`config.mk`:
```
export PLATFORM = sky130hd
export DESIGN_NAME = xif_mem_responder
export DESIGN_NICKNAME = d
export VERILOG_FILES = /design/src/rtl/xif_mem_responder.sv
export SDC_FILE = /design/constraint.sdc
export NUM_CORES = 1
export LEC_CHECK = 0
export ABC_AREA = 1
export ABC_CLOCK_PERIOD_IN_PS = 1930
export CORE_AREA = 2 2 93 184
export CTS_CLUSTER_DIAMETER = 200
export DETAILED_ROUTE_END_ITERATION = 10
export DIE_AREA = 0 0 95 186
export PLACE_DENSITY = 0.73
export SLEW_MARGIN = 20
export SYNTH_ARGS = -nofsm -noshare
export SYNTH_HDL_FRONTEND = slang
export SYNTH_SLANG_ARGS = --single-unit
export TNS_END_PERCENT = 1
```
`constraint.sdc`:
```
create_clock -name clk -period 1.93 [get_ports clk]
set_clock_uncertainty 0.15 [all_clocks]
set_input_delay 0.386 -clock clk [delete_from_list [all_inputs] [get_ports clk]]
set_output_delay 0.386 -clock clk [all_outputs]
set_load 0.01 [all_outputs]
```
`src/rtl/xif_mem_responder.sv`:
```
// Single-outstanding memory responder for a coprocessor memory interface.
// Accepts one request at a time, checks alignment, performs a single write or
// read on the data bus with a bounded wait, then returns a one-cycle result.
//
// state    | meaning
// ---------+-------------------------------------------------------------
// S_IDLE   | ready for a request; misaligned requests are rejected here
// S_WRITE  | store on the write bus, waiting for dmem_wvalid or timeout
// S_READ   | load on the read bus, waiting for dmem_rvalid or timeout
// S_RESULT | one-cycle mem_result pulse with latched id/rdata/err
module xif_mem_responder #(
    parameter int X_ID_WIDTH     = 3,
    parameter int TIMEOUT_CYCLES = 255
) (
    input  logic                  clk,
    input  logic                  resetb,
    input  logic                  mem_valid,
    output logic                  mem_ready,
    input  logic [X_ID_WIDTH-1:0] mem_req_id,
    input  logic [31:0]           mem_req_addr,
    input  logic                  mem_req_we,
    input  logic [2:0]            mem_req_size,
    input  logic [3:0]            mem_req_be,
    input  logic [31:0]           mem_req_wdata,
    output logic                  mem_resp_exc,
    output logic [5:0]            mem_resp_exccode,
    output logic                  mem_result_valid,
    output logic [X_ID_WIDTH-1:0] mem_result_id,
    output logic [31:0]           mem_result_rdata,
    output logic                  mem_result_err,
    output logic                  dmem_wready,
    input  logic                  dmem_wvalid,
    output logic [31:0]           dmem_waddr,
    output logic [31:0]           dmem_wdata,
    output logic [3:0]            dmem_wstrb,
    output logic                  dmem_rready,
    input  logic                  dmem_rvalid,
    output logic [31:0]           dmem_raddr,
    input  logic                  dmem_rresp,
    input  logic [31:0]           dmem_rdata
);

    // A zero limit disables the timeout; keep a 1-bit counter in that case.
    localparam int CNT_W = (TIMEOUT_CYCLES > 0) ? $clog2(TIMEOUT_CYCLES + 1) : 1;
    localparam logic [CNT_W-1:0] CNT_LIMIT = CNT_W'(TIMEOUT_CYCLES);

    typedef enum logic [1:0] {
        S_IDLE   = 2'd0,
        S_WRITE  = 2'd1,
        S_READ   = 2'd2,
        S_RESULT = 2'd3
    } state_t;

    state_t                  state, state_nxt;
    logic [CNT_W-1:0]        wait_cnt;
    logic [X_ID_WIDTH-1:0]   id_q;
    logic [31:0]             addr_q;
    logic                    we_q;
    logic [3:0]              be_q;
    logic [31:0]             wdata_q;
    logic [31:0]             rdata_q;
    logic                    err_q;

    logic accept;
    logic misaligned;
    logic legal_accept;
    logic timeout_hit;

    assign misaligned = (mem_req_size > 3'd2)
                     || ((mem_req_size == 3'd1) && mem_req_addr[0])
                     || ((mem_req_size == 3'd2) && (mem_req_addr[1:0] != 2'b00));
    assign accept       = mem_valid && mem_ready;
    assign legal_accept = accept && !misaligned;
    assign timeout_hit  = (TIMEOUT_CYCLES != 0) && (wait_cnt == CNT_LIMIT);

    // State register.
    always_ff @(posedge clk or negedge resetb) begin
        if (!resetb) state <= S_IDLE;
        else         state <= state_nxt;
    end

    // Next-state decode and all outputs; bus outputs are zero outside their state.
    always_comb begin
        state_nxt        = state;
        mem_ready        = 1'b0;
        mem_resp_exc     = 1'b0;
        mem_resp_exccode = 6'd0;
        mem_result_valid = 1'b0;
        mem_result_id    = '0;
        mem_result_rdata = 32'd0;
        mem_result_err   = 1'b0;
        dmem_wready      = 1'b0;
        dmem_waddr       = 32'd0;
        dmem_wdata       = 32'd0;
        dmem_wstrb       = 4'd0;
        dmem_rready      = 1'b0;
        dmem_raddr       = 32'd0;
        case (state)
            S_IDLE: begin
                mem_ready = resetb;
                if (accept && misaligned) begin
                    mem_resp_exc     = 1'b1;
                    mem_resp_exccode = mem_req_we ? 6'd6 : 6'd4;
                end
                if (legal_accept) begin
                    if (!mem_req_we)              state_nxt = S_READ;
                    else if (mem_req_be == 4'd0)  state_nxt = S_RESULT;
                    else                          state_nxt = S_WRITE;
                end
            end
            S_WRITE: begin
                dmem_wready = we_q;
                dmem_waddr  = addr_q;
                dmem_wdata  = wdata_q;
                dmem_wstrb  = be_q;
                if (dmem_wvalid || timeout_hit) state_nxt = S_RESULT;
            end
            S_READ: begin
                dmem_rready = !we_q;
                dmem_raddr  = addr_q;
                if (dmem_rvalid || timeout_hit) state_nxt = S_RESULT;
            end
            S_RESULT: begin
                mem_result_valid = 1'b1;
                mem_result_id    = id_q;
                mem_result_rdata = rdata_q;
                mem_result_err   = err_q;
                state_nxt        = S_IDLE;
            end
            default: state_nxt = S_IDLE;
        endcase
    end

    // Request latch, response capture and bus wait counter.
    always_ff @(posedge clk or negedge resetb) begin
        if (!resetb) begin
            wait_cnt <= '0;
            id_q     <= '0;
            addr_q   <= 32'd0;
            we_q     <= 1'b0;
            be_q     <= 4'd0;
            wdata_q  <= 32'd0;
            rdata_q  <= 32'd0;
            err_q    <= 1'b0;
        end else begin
            case (state)
                S_IDLE: begin
                    if (legal_accept) begin
                        id_q     <= mem_req_id;
                        addr_q   <= mem_req_addr;
                        we_q     <= mem_req_we;
                        be_q     <= mem_req_be;
                        wdata_q  <= mem_req_wdata;
                        rdata_q  <= 32'd0;
                        err_q    <= 1'b0;
                        wait_cnt <= '0;
                    end
                end
                S_WRITE, S_READ: begin
                    if ((state == S_WRITE) ? dmem_wvalid : dmem_rvalid) begin
                        // A response in the timeout cycle still completes normally.
                        rdata_q <= (state == S_READ) ? dmem_rdata : 32'd0;
                        err_q   <= (state == S_READ) ? !dmem_rresp : 1'b0;
                    end else if (timeout_hit) begin
                        rdata_q <= 32'd0;
                        err_q   <= 1'b1;
                    end else if (TIMEOUT_CYCLES != 0) begin
                        wait_cnt <= wait_cnt + 1'b1;
                    end
                end
                default: ;
            endcase
        end
    end

endmodule

```
==> results.yml <==
yosys:
  ys_seq_area_share_pct: 44.9
  syn_area_mm2: 0.00640
  ys_warn_count: 0
  syn_inst: 942
  synth-seq-cells: 115
  synth_cell_types: 28
  syn_area_per_cell_um2: 6.80
floorplan:
  dieArea_mm2: 0.0177
  io_pins: 260
  row_count: 66
  fp.dieH_um: 186
  core_mm2: 0.0163
  die_x_um: 95
  initial_core_util_pct: 39.4
cts:
  insertion_delay_ns: 0.41
  cts_buffer_depth: 2
  root_buffer: "clkbuf_16"
  clock-sinks: 115
  cts_buffers: 17
  h-tree-depth: 4
  clk_pin_slew_ns: 0.06
  postCtsHoldBufs: 0
  tritoncts: "yes"
critical_path:
  cpLargestDelayFamily: "buffers and inverters"
  cp-end-kind: "primary output"
  path_cells: "buf_6, ha_4, buf_12, buf_16, nand2_1, inv_1, buf_2"
  start_kind: "flop"
  cp.required_ns: 1.39
  cp_max_fo: 9
  cp_data_arrival_time_ns: 1.69
  max_stage_delay_ns: 0.44
  crit_type: "reg -> out"
  cp_slowest_cell: "dfrtp_2"
  crit_buf_inv: 5
outcome:
  status: "finished, violations left"
  violations: "setup timing"
detailed_routing:
  vias: 6517
  wl_per_cell_um: 14.0
  drt_iter0_drc: 254
  ant_nets: 0
  wl_um: 20300
  firstDrtPassIters: 6
  vias_per_cell: 4.50
  drc: 0
timing:
  worst_pin_slew_ns: 0.907
  post-route-min-period_ns: 2.23
  holdWs_ns: 0.0497
  rsz0062_at_grt: "true"
  timing.fmax_mhz: 449
  finalHoldViolations: 0
  slew_headroom_pct: 39.5
  setup_violations: 183
  setup_ws_ns: -0.297
  post-route-period-util_pct: 115
  maxSlewViolCount: 0
global_routing:
  grt.total_usage_pct: 23.3
  grt_max_degree: 70
  grt_pass1_wl_um: 31600
  gr-total-overflow: 0
  antenna_found_initial: 2
  grt_pass1_vias: 6270
layout:
  instances_no_fill: 1449
  syn_to_final_growth_pct: 63.3
  layout.nets: 1352
  layout.cells.most_common_list: "nand2_1 (250), inv_1 (209), dfrtp_1 (114)"
  layout_commonest_cell: "nand2_1"
  fill_cells: 1401
  drive_gt1_share_pct: 30.1
power_and_ir_drop:
  p_switching_mw: 5.57
  p_clk_share_pct: 20.3
  powerDensity_mw_per_mm2: 1370
  p_int_mw: 8.77
  p_sw_share_pct: 38.8
  power_leakage_nw: 6.50
  pwr-share-comb_pct: 49.9
  power_frac_seq_pct: 29.8
  ir_drop_mv: 0.761
placement:
  place_hpwl_um: 13500
  gp_congestion: 0.871
  dp_cells: 1395
  portBuffers: 255
hold_path:
  hold_class: "in -> async"
flow_run:
  cap_violations: 0
final timing paths:
| path | start | end | slack, ns | cells past startpoint |
|---|---|---|---|---|
| max | state[0] | dmem_waddr[4] | -0.30 | 7 |
| min | resetb | wait_cnt[3] | 0.05 | 3 |
| max reg2reg | state[0] | rdata_q[11] | -0.18 | 11 |
| min reg2reg | rdata_q[25] | rdata_q[25] | 0.32 | 2 |
| max in group asynchronous | resetb | addr_q[9] | 0.87 | 3 |
| min in group clk | rdata_q[25] | rdata_q[25] | 0.32 | 2 |
routing by layer:
| metal | wire length [um] | GRT usage, % |
|---|---|---|
| met5 | 0 | 0 |
| met4 | 726 | 10.8 |
| met3 | 1170 | 5.10 |
| met2 | 10900 | 41.6 |
| met1 | 7470 | 25.9 |
layout make-up:
type	instances	area, um2	area share, %
antenna	2	5.00	0.0479
clock buffer	23	488	4.67
clock inverter	6	55.1	0.526
inverter	259	975	9.32
multi-input combinational	521	2520	24.1
sequential	115	2880	27.5
tap	204	255	2.44
timing repair buffer	319	3280	31.3
tightest hold or removal path: stages:
cell,delay [ns]
buf_4,0.10
buf_4,0.10
buf_4,0.50
Yosys cell counts (all sizes together):
master / n / area, um2
clkbuf: 24 / 90.1
dfrtp: 115 / 2880
nand4: 2 / 12.5
o31ai: 1 / 7.51
nand3b: 1 / 7.51
a21oi: 2 / 10.0
nor2: 54 / 236
nand2: 328 / 1250
conb: 1 / 3.75
inv: 259 / 972
o21ai: 75 / 379
buf: 26 / 220
xor2: 1 / 8.76
o21a: 1 / 7.51
nand3: 46 / 243
ha: 6 / 75.1
cells by family after synthesis:
| group | Yosys count | synth area share, % |
|---|---|---|
| simple gates | 431 | 27.4 |
| buf+inv | 309 | 20.0 |
| flops | 115 | 44.9 |
| compound gates | 79 | 6.31 |
| fa+ha+maj | 6 | 1.17 |
| xor+xnor | 1 | 0.137 |
| other cells | 1 | 0.0585 |
power by group through the flow:
| stage | logic (mW) | clock network [mW] | registers [mW] |
|---|---|---|---|
| after global routing | 7.82 | 3.09 | 4.40 |
| after CTS | 6.68 | 2.99 | 4.16 |
| after floorplan | 3.27 | 0 | 3.94 |
| after detailed placement | 5.74 | 0 | 4.14 |
| final | 7.16 | 2.92 | 4.27 |
| after global placement | 5.66 | 0 | 4.13 |
metrics by stage:
stage / instance area [um2] / utilization [%] / TNS [ns] / power, mW / setup WS [ns]
4_1_cts: 10000 / 61.5 / -42.34 / 13.8 / -0.298
3_3_place_gp: 9330 / 57.4 / -37.21 / 9.79 / -0.482
5_1_grt: 10500 / 64.3 / -53.08 / 15.3 / -0.354
3_5_place_dp: 9330 / 57.4 / -42.20 / 9.89 / -0.514
6_report: 10500 / 64.3 / -40.51 / 14.3 / -0.297
2_1_floorplan: 6420 / - / 0 / 7.21 / 0.0234
what timing repair did:
| item | in CTS | in global routing |
|---|---|---|
| setup endpoints to repair | 202 | 245 |
| endpoints found under the hold margin | 0 | 0 |
| setup buffers | 11 | 0 |
| gates resized for setup | 670 | 162 |
| gates cloned | 11 | 1 |
| pin swaps | 5 | 2 |
sequential cells by signal, indices dropped and copies added, names as in the netlist:
signal / count
addr_q: 32
rdata_q: 32
wdata_q: 32
wait_cnt: 8
be_q: 4
id_q: 3
state: 2
err_q: 1
we_q: 1
No activity file was read; power rests on OpenSTA's default activity.
